--- config.mk ---
export PLATFORM = sky130hd
export DESIGN_NAME = trap_sequencer
export DESIGN_NICKNAME = d
export VERILOG_FILES = /design/src/rtl/trap_sequencer.sv
export SDC_FILE = /design/constraint.sdc
export NUM_CORES = 1
export LEC_CHECK = 0
export ABC_CLOCK_PERIOD_IN_PS = 1900
export CAP_MARGIN = 20
export CORE_ASPECT_RATIO = 0.75
export CORE_MARGIN = 2
export CORE_UTILIZATION = 47
export DETAILED_ROUTE_END_ITERATION = 12
export MAX_ROUTING_LAYER = met4
export PLACE_DENSITY = 0.87
export SLEW_MARGIN = 20
export SYNTH_ARGS = -nofsm -noshare
export SYNTH_HDL_FRONTEND = slang
export SYNTH_SLANG_ARGS = --single-unit
--- constraint.sdc ---
create_clock -name clk -period 1.9 [get_ports clk]
set_input_delay 0.57 -clock clk [delete_from_list [all_inputs] [get_ports clk]]
set_output_delay 0.57 -clock clk [all_outputs]
set_load 0.01 [all_outputs]
--- src/rtl/trap_sequencer.sv ---
// Z80 bus-side trap detector and NMI jump injector for the MegaMapper virtual mode.
// Optional TRAP_WRDATA_EN: capture OUT data into trap_data (otherwise trap_data reads 8'h00).
module trap_sequencer #(
    parameter logic [7:0]  TRAP_LO      = 8'h00,
    parameter logic [7:0]  TRAP_HI      = 8'hFF,
    parameter logic [15:0] NMI_VECTOR   = 16'h0066,
    parameter logic [15:0] HANDLER_ADDR = 16'h0100
) (
    input  logic        clk,
    input  logic        rst,
    input  logic        virtual_mode,
    input  logic        m1_n,
    input  logic        mreq_n,
    input  logic        iorq_n,
    input  logic        rd_n,
    input  logic        wr_n,
    input  logic [15:0] addr,
    input  logic [7:0]  data_in,
    output logic        trap_condition,
    output logic [7:0]  trap_port,
    output logic        trap_dir,
    output logic [7:0]  trap_data,
    output logic        trap_overrun,
    output logic        new_isr,
    output logic        last_isr_jmp,
    output logic        inject_en,
    output logic [7:0]  inject_data
);

    typedef enum logic [2:0] {IDLE, ARMED, OP, LO, HI} state_t;

    state_t      state;
    logic        s_m1_n, s_mreq_n, s_iorq_n, s_rd_n, s_wr_n;
    logic        p_mreq_n, p_iorq_n;
    logic [15:0] s_addr;
    logic        cyc_fetch, cyc_mrd, trap_in_rd;
    logic [7:0]  seq_byte;

    logic        io_start, mem_start, fetch_start, mreq_end, iorq_end;
    logic        fetch_end, mrd_end, in_window, hit, nmi_fetch;
    logic        seq_busy_nxt, mem_rd_now, trap_in_now;
    logic [8:0]  lo_diff, hi_diff;
    logic [7:0]  seq_byte_nxt;

    always_comb begin
        io_start    = !s_iorq_n && p_iorq_n && s_m1_n;
        mem_start   = !s_mreq_n && p_mreq_n && !s_rd_n;
        fetch_start = mem_start && !s_m1_n;
        mreq_end    = s_mreq_n && !p_mreq_n;
        iorq_end    = s_iorq_n && !p_iorq_n;
        fetch_end   = mreq_end && cyc_fetch;
        mrd_end     = mreq_end && cyc_mrd;
        // Borrow bits give the window test without constant-compare warnings at default bounds.
        lo_diff     = {1'b0, s_addr[7:0]} - {1'b0, TRAP_LO};
        hi_diff     = {1'b0, TRAP_HI} - {1'b0, s_addr[7:0]};
        in_window   = !lo_diff[8] && !hi_diff[8];
        hit         = io_start && virtual_mode && in_window;
        nmi_fetch   = (state == ARMED) && fetch_start && (s_addr == NMI_VECTOR);

        seq_busy_nxt = nmi_fetch || (state == OP) || (state == LO) ||
                       ((state == HI) && !mrd_end);
        mem_rd_now   = (mem_start || cyc_fetch || cyc_mrd) && !s_rd_n && !mreq_end;
        trap_in_now  = (hit && !s_rd_n) || (trap_in_rd && !s_rd_n && !iorq_end);

        seq_byte_nxt = seq_byte;
        if (nmi_fetch)
            seq_byte_nxt = 8'hC3;
        else if ((state == OP) && fetch_end)
            seq_byte_nxt = HANDLER_ADDR[7:0];
        else if ((state == LO) && mrd_end)
            seq_byte_nxt = HANDLER_ADDR[15:8];
    end

    always_ff @(posedge clk) begin
        if (rst) begin
            state          <= IDLE;
            s_m1_n         <= 1'b1;
            s_mreq_n       <= 1'b1;
            s_iorq_n       <= 1'b1;
            s_rd_n         <= 1'b1;
            s_wr_n         <= 1'b1;
            p_mreq_n       <= 1'b1;
            p_iorq_n       <= 1'b1;
            s_addr         <= 16'h0000;
            cyc_fetch      <= 1'b0;
            cyc_mrd        <= 1'b0;
            trap_in_rd     <= 1'b0;
            seq_byte       <= 8'h00;
            trap_condition <= 1'b0;
            trap_port      <= 8'h00;
            trap_dir       <= 1'b0;
            trap_overrun   <= 1'b0;
            new_isr        <= 1'b0;
            last_isr_jmp   <= 1'b0;
            inject_en      <= 1'b0;
            inject_data    <= 8'h00;
        end else begin
            s_m1_n       <= m1_n;
            s_mreq_n     <= mreq_n;
            s_iorq_n     <= iorq_n;
            s_rd_n       <= rd_n;
            s_wr_n       <= wr_n;
            p_mreq_n     <= s_mreq_n;
            p_iorq_n     <= s_iorq_n;
            s_addr       <= addr;
            new_isr      <= 1'b0;
            last_isr_jmp <= 1'b0;

            if (mem_start) begin
                cyc_fetch <= !s_m1_n;
                cyc_mrd   <= s_m1_n;
            end else if (mreq_end) begin
                cyc_fetch <= 1'b0;
                cyc_mrd   <= 1'b0;
            end

            if (hit && !s_rd_n)
                trap_in_rd <= 1'b1;
            else if (iorq_end)
                trap_in_rd <= 1'b0;

            seq_byte    <= seq_byte_nxt;
            // A trapped IN overrides the jump byte only for the duration of that read.
            inject_en   <= trap_in_now || (mem_rd_now && seq_busy_nxt);
            inject_data <= trap_in_now ? 8'hFF : seq_byte_nxt;

            // Covers completion and hit in the same cycle: HI is not IDLE, so the hit drops.
            if (hit && (state != IDLE))
                trap_overrun <= 1'b1;

            case (state)
                IDLE: begin
                    if (hit) begin
                        trap_port      <= s_addr[7:0];
                        trap_dir       <= !s_wr_n;
                        trap_condition <= 1'b1;
                        state          <= ARMED;
                    end
                end
                ARMED: begin
                    if (nmi_fetch) begin
                        new_isr <= 1'b1;
                        state   <= OP;
                    end
                end
                OP: begin
                    if (fetch_end)
                        state <= LO;
                end
                LO: begin
                    if (mrd_end)
                        state <= HI;
                end
                HI: begin
                    if (mrd_end) begin
                        last_isr_jmp   <= 1'b1;
                        trap_condition <= 1'b0;
                        state          <= IDLE;
                    end
                end
                default: state <= IDLE;
            endcase
        end
    end

`ifdef TRAP_WRDATA_EN
    logic [7:0] s_data;

    always_ff @(posedge clk) begin
        if (rst) begin
            s_data    <= 8'h00;
            trap_data <= 8'h00;
        end else begin
            s_data <= data_in;
            if ((state == IDLE) && hit && !s_wr_n)
                trap_data <= s_data;
        end
    end
`else
    logic unused_data;
    assign unused_data = ^data_in;
    assign trap_data   = 8'h00;
`endif

endmodule

-- After elaboration in Yosys (flattened, before gate mapping)
Index checks and enable logic that the tools add are counted.
- bitwise operators: 2
- eq/ne operators: 10
- mux-type cells: 20
- reduce and logical (&&, ||, !) cells: 51
- add/subtract/negate cells: 1
- operator list (operator ; count):
    2-to-1 mux 8 bit ; 4
    logical AND 1 bit ; 23
    == test 16 x 7 -> 1 bit, second input constant ; 1
    2-to-1 mux 3 bit ; 5
    case mux 3 bit (5 select lines) ; 1
    logical NOT 1 bit ; 11
    inequality test 2 bit, second input constant ; 5
    2-to-1 mux 1 bit ; 9
    subtractor 8 x 8 -> 9 bit, first input constant ; 1
    logical OR 1 bit ; 7
    == test 3 x 2 -> 1 bit, second input constant ; 2
    nonzero test 2 bit ; 3
    AND reduction 5 bit ; 1
    OR reduction 2 bit ; 2
    == test 3 x 1 -> 1 bit, second input constant ; 1
    == test 3 bit, second input constant ; 1
    logical NOT 3 bit ; 1
    AND reduction 3 bit ; 1
    nonzero test 3 bit ; 1
    inverter 1 bit ; 2
    case mux 1 bit (2 select lines) ; 1
    AND reduction 2 bit ; 1
- register bits after elaboration: 59
- input bits: 32
- logic and storage cells: 105
- output and inout bits: 30

-- Depth between registers and ports, before layout
- depth after elaboration: 11
- depth in mapped cells: 6
- depth with buffers taken out: 4

-- Worst setup path before layout
No wires, ideal clock.
- path kind: register -> register
- start: reg state[0]
- end: reg trap_port[0]
- data arrival time: 1.285 ns
- stages on the path, launching flop included: 7
- data required time: 1.767 ns
- library setup time: 0.133 ns
- clock period less this slack: 1.417 ns
- path buffers: 2
- slack: 0.483 ns
- cell sequence: dfxtp_1 > buf_4 > or3_4 > or2_1 > buf_6 > nand2_1 > a21oi_1
- longest elaborated chain between the ends: 2
- ends and longest elaborated chain (what ; RTL line ; source):
    start, declared ; 32 ; state_t state;
    start signal, assigned ; 76 ; state <= IDLE;
    start signal, assigned ; 137 ; state <= ARMED;
    start signal, assigned ; 143 ; state <= OP;
    logical NOT 3 bit ; 131 ; case (state)
    AND reduction 2 bit (no line) ; n/a ;
    end signal, assigned ; 134 ; trap_port <= s_addr[7:0];
    end, declared ; 20 ; output logic [7:0] trap_port,
Every way passes these cells.
A chain may end at the register's enable or synchronous reset.

-- Worst setup path in the final report
- start: reg trap_overrun
- end: out trap_overrun
- RTL lines (what ; RTL line ; source):
    start, declared ; 23 ; output logic trap_overrun,
    start signal, assigned ; 92 ; trap_overrun <= 1'b0;
    start signal, assigned ; 129 ; trap_overrun <= 1'b1;
No word-level cell between the ends.

==> flow_metrics.env <==
export IMPL_status="finished, final reports clean"
export IMPL_areaGrowthSynthToFinish_pct=29.6
export IMPL_first_global_vias=1625
export IMPL_timing_critical_path_buf_inv=1
export IMPL_path_delay_family="buffers and inverters"
export IMPL_diodes=0
export IMPL_initial_core_util=0.497
export IMPL_pwr_share_seq=0.539
export IMPL_muxShareOfSynthArea=0
export IMPL_synth_async_sr_flop_share=0
export IMPL_p_comb_frac=0.079
export IMPL_cts_tree="done"
export IMPL_track_usage=0.180
export IMPL_fillCellCount=382
export IMPL_switchingPower_w=0.000584
export IMPL_post_route_util=0.644
export IMPL_rr_worst_depth=4
export IMPL_fin_setup_tns_ps=0
export IMPL_clock_path_buffers=2
export IMPL_vias=1729
export IMPL_min_path_type="register to register"
export IMPL_synth_main_ff_cell="dfxtp_1"
export IMPL_synth_compound_area_frac=0.145
export IMPL_clk_pin_slew_ps=60
export IMPL_wire_per_inst_um=13.0
export IMPL_p_int_w=0.00185
export IMPL_ctsHoldBuffers=0
export IMPL_whs_path_depth=1
export IMPL_antenna_left=0
export IMPL_path_max_fanout=2
export IMPL_post_cts_buffers=0
export IMPL_setup_viol=0
export IMPL_synth_avg_cell_area_um2=10.1
export IMPL_die_area_um2=5360
export IMPL_worstSkewPairLatency_ps=340
export IMPL_grt_max_degree=26
export IMPL_worst_setup_path_start_kind="register"
export IMPL_cap_violations=0
export IMPL_synth_xor_area_share=0
export IMPL_globalplace_congestion=0.893
export IMPL_max_stage_delay_ps=550
export IMPL_p_leak_nw=1.09
export IMPL_ir_drop_uv=649
export IMPL_rows=21
export IMPL_crit_type="register to output port"
export IMPL_cts_num_sinks=59
export IMPL_netlist_instances=223
export IMPL_netlist_area_um2=2250
export IMPL_min_period_ps=1800
export IMPL_synth_adder_area_share=0.00445
export IMPL_via_per_inst=5.12
export IMPL_htree_levels=3
export IMPL_post_place_ws_ps=-93.7
export IMPL_cp_startpoint="trap_overrun"
export IMPL_antenna_found_initial=0
export IMPL_p_total_w=0.00244
export IMPL_synthSimpleGateAreaFrac=0.241
export IMPL_ys_seq_area_frac=0.526
export IMPL_synth_top_family_by_area="simple AND/OR/NAND/NOR gates"
export IMPL_final_cell_mix="dfxtp_1 (59), clkdlybuf4s50_1 (45), nand2_1 (19), nor2b_1 (16), a21oi_1 (13)"
export IMPL_wl_um=4410
export IMPL_synth_cell_type_count=51
export IMPL_pwr_share_clk=0.383
export IMPL_stdcell_count=338
export IMPL_setup_ws_ps=97.1
export IMPL_crit_path_end_kind="output port"
export IMPL_gr_total_overflow=0
export IMPL_drc=0
export IMPL_grt_pass1_wl_um=7210
export IMPL_synth_edff_count=0
export IMPL_port_buffers=45
export IMPL_crit_chain="clkdlybuf4s50_1"
export IMPL_crit_arrival_ps=1230
export IMPL_die_height_um=63.9
export IMPL_ios=62
export IMPL_ys_ff_latch=59
export IMPL_dp_cells=322
export IMPL_hpwl_um=3230
export IMPL_p_sw_frac=0.240
export IMPL_worstHoldStart="s_wr_n"
export IMPL_drt_first_pass_iters=4
export IMPL_r2r_start="s_addr[3]"
export IMPL_drt_iter0_markers=90
export IMPL_drv_slew=0
export IMPL_cp_slowest_cell="clkdlybuf4s50_1"
export IMPL_yosysWarnings=0
export IMPL_cp_required_ps=1330
export IMPL_crit_cells=1
export IMPL_nNetsFinal=308
export IMPL_layout_commonest_cell="dfxtp_1"
export IMPL_cts_root_buf="clkbuf_8"
export IMPL_cts_buffers=9
export IMPL_die_width_um=83.8
export IMPL_fin_skew_ps=10.1
export IMPL_drive_gt1_frac=0.167
export IMPL_max_freq_mhz=555
export IMPL_final_hold_viol_count=0
export IMPL_coreArea_um2=4520
export IMPL_grt_setup_unrepaired="false"
export IMPL_p_per_area_nw_per_um2=837
export IMPL_cts_resized=0
export IMPL_fin_crit_sh=0.949
-- power groups by stage --
stage | registers [W] | logic, W | clock network [W]
6_report | 0.00131 | 0.000192 | 0.000932
4_1_cts | 0.00131 | 0.000192 | 0.000948
2_1_floorplan | 0.00132 | 0.000127 | 0
3_3_place_gp | 0.00134 | 0.000187 | 0
5_1_grt | 0.00132 | 0.000208 | 0.00101
3_5_place_dp | 0.00134 | 0.000191 | 0
-- synth_stat cells (2+ instances only) --
cell type	instances	area share
nor2b_1	16	0.045
o22ai_1	5	0.014
o221ai_1	3	0.012
o21ai_0	4	0.0089
nand4b_1	3	0.012
inv_1	11	0.018
nor2_1	9	0.015
nor4_1	5	0.014
or2_2	6	0.017
nand2_1	19	0.032
nor3_1	8	0.018
clkbuf_1	5	0.0084
buf_2	2	0.0045
or3_4	2	0.010
and4b_1	3	0.013
nor4b_1	2	0.0078
nand3_1	2	0.0045
a22oi_1	2	0.0067
o31ai_2	3	0.017
buf_6	3	0.015
a21oi_1	13	0.029
nand2b_1	2	0.0056
dfxtp_1	59	0.53
buf_4	9	0.030
-- metal layers --
metal | track usage | vias up | wire (µm)
met5 | - | - | 0
met1 | 0.210 | 791 | 1980
met4 | 0.0726 | 0 | 68
li1 | - | 867 | -
met3 | 0.0814 | 8 | 378
met2 | 0.273 | 63 | 1970
-- kinds of logic after synthesis --
group / after synthesis
adders and majority gates: 1
AOI/OAI and AO/OA: 42
DFF: 59
buffers and inverters: 31
and+or+nand+nor: 89
other: 1
-- cell type report --
type | count | area [µm²] | area share
multi-input cells | 140 | 906 | 0.311
well taps | 57 | 71.3 | 0.0245
inverters | 11 | 41.3 | 0.0142
repair buffers | 55 | 551 | 0.189
clock buffers | 11 | 131 | 0.0451
flip-flops and latches | 59 | 1180 | 0.406
clock inverters | 5 | 30.0 | 0.0103
-- worst paths after layout --
check | end | slack, ps
setup / recovery | trap_overrun | 100
hold / removal | trap_dir | 430
setup reg to reg | inject_data[6] | 310
hold reg to reg | trap_dir | 430
-- registers in the layout, summed over array words and instances, names as in the netlist, 3 cells and up --
name,flops
s_addr,16
inject_data,8
seq_byte,8
trap_port,8
state,3
-- per-stage QoR --
step / hold WS [ps] / area, µm²
2_1_floorplan: 407 / 2270
3_3_place_gp: 411 / 2750
3_5_place_dp: 431 / 2750
4_1_cts: 439 / 2910
5_1_grt: 438 / 2910
6_report: 431 / 2910
No activity file was read; power rests on OpenSTA's default activity.
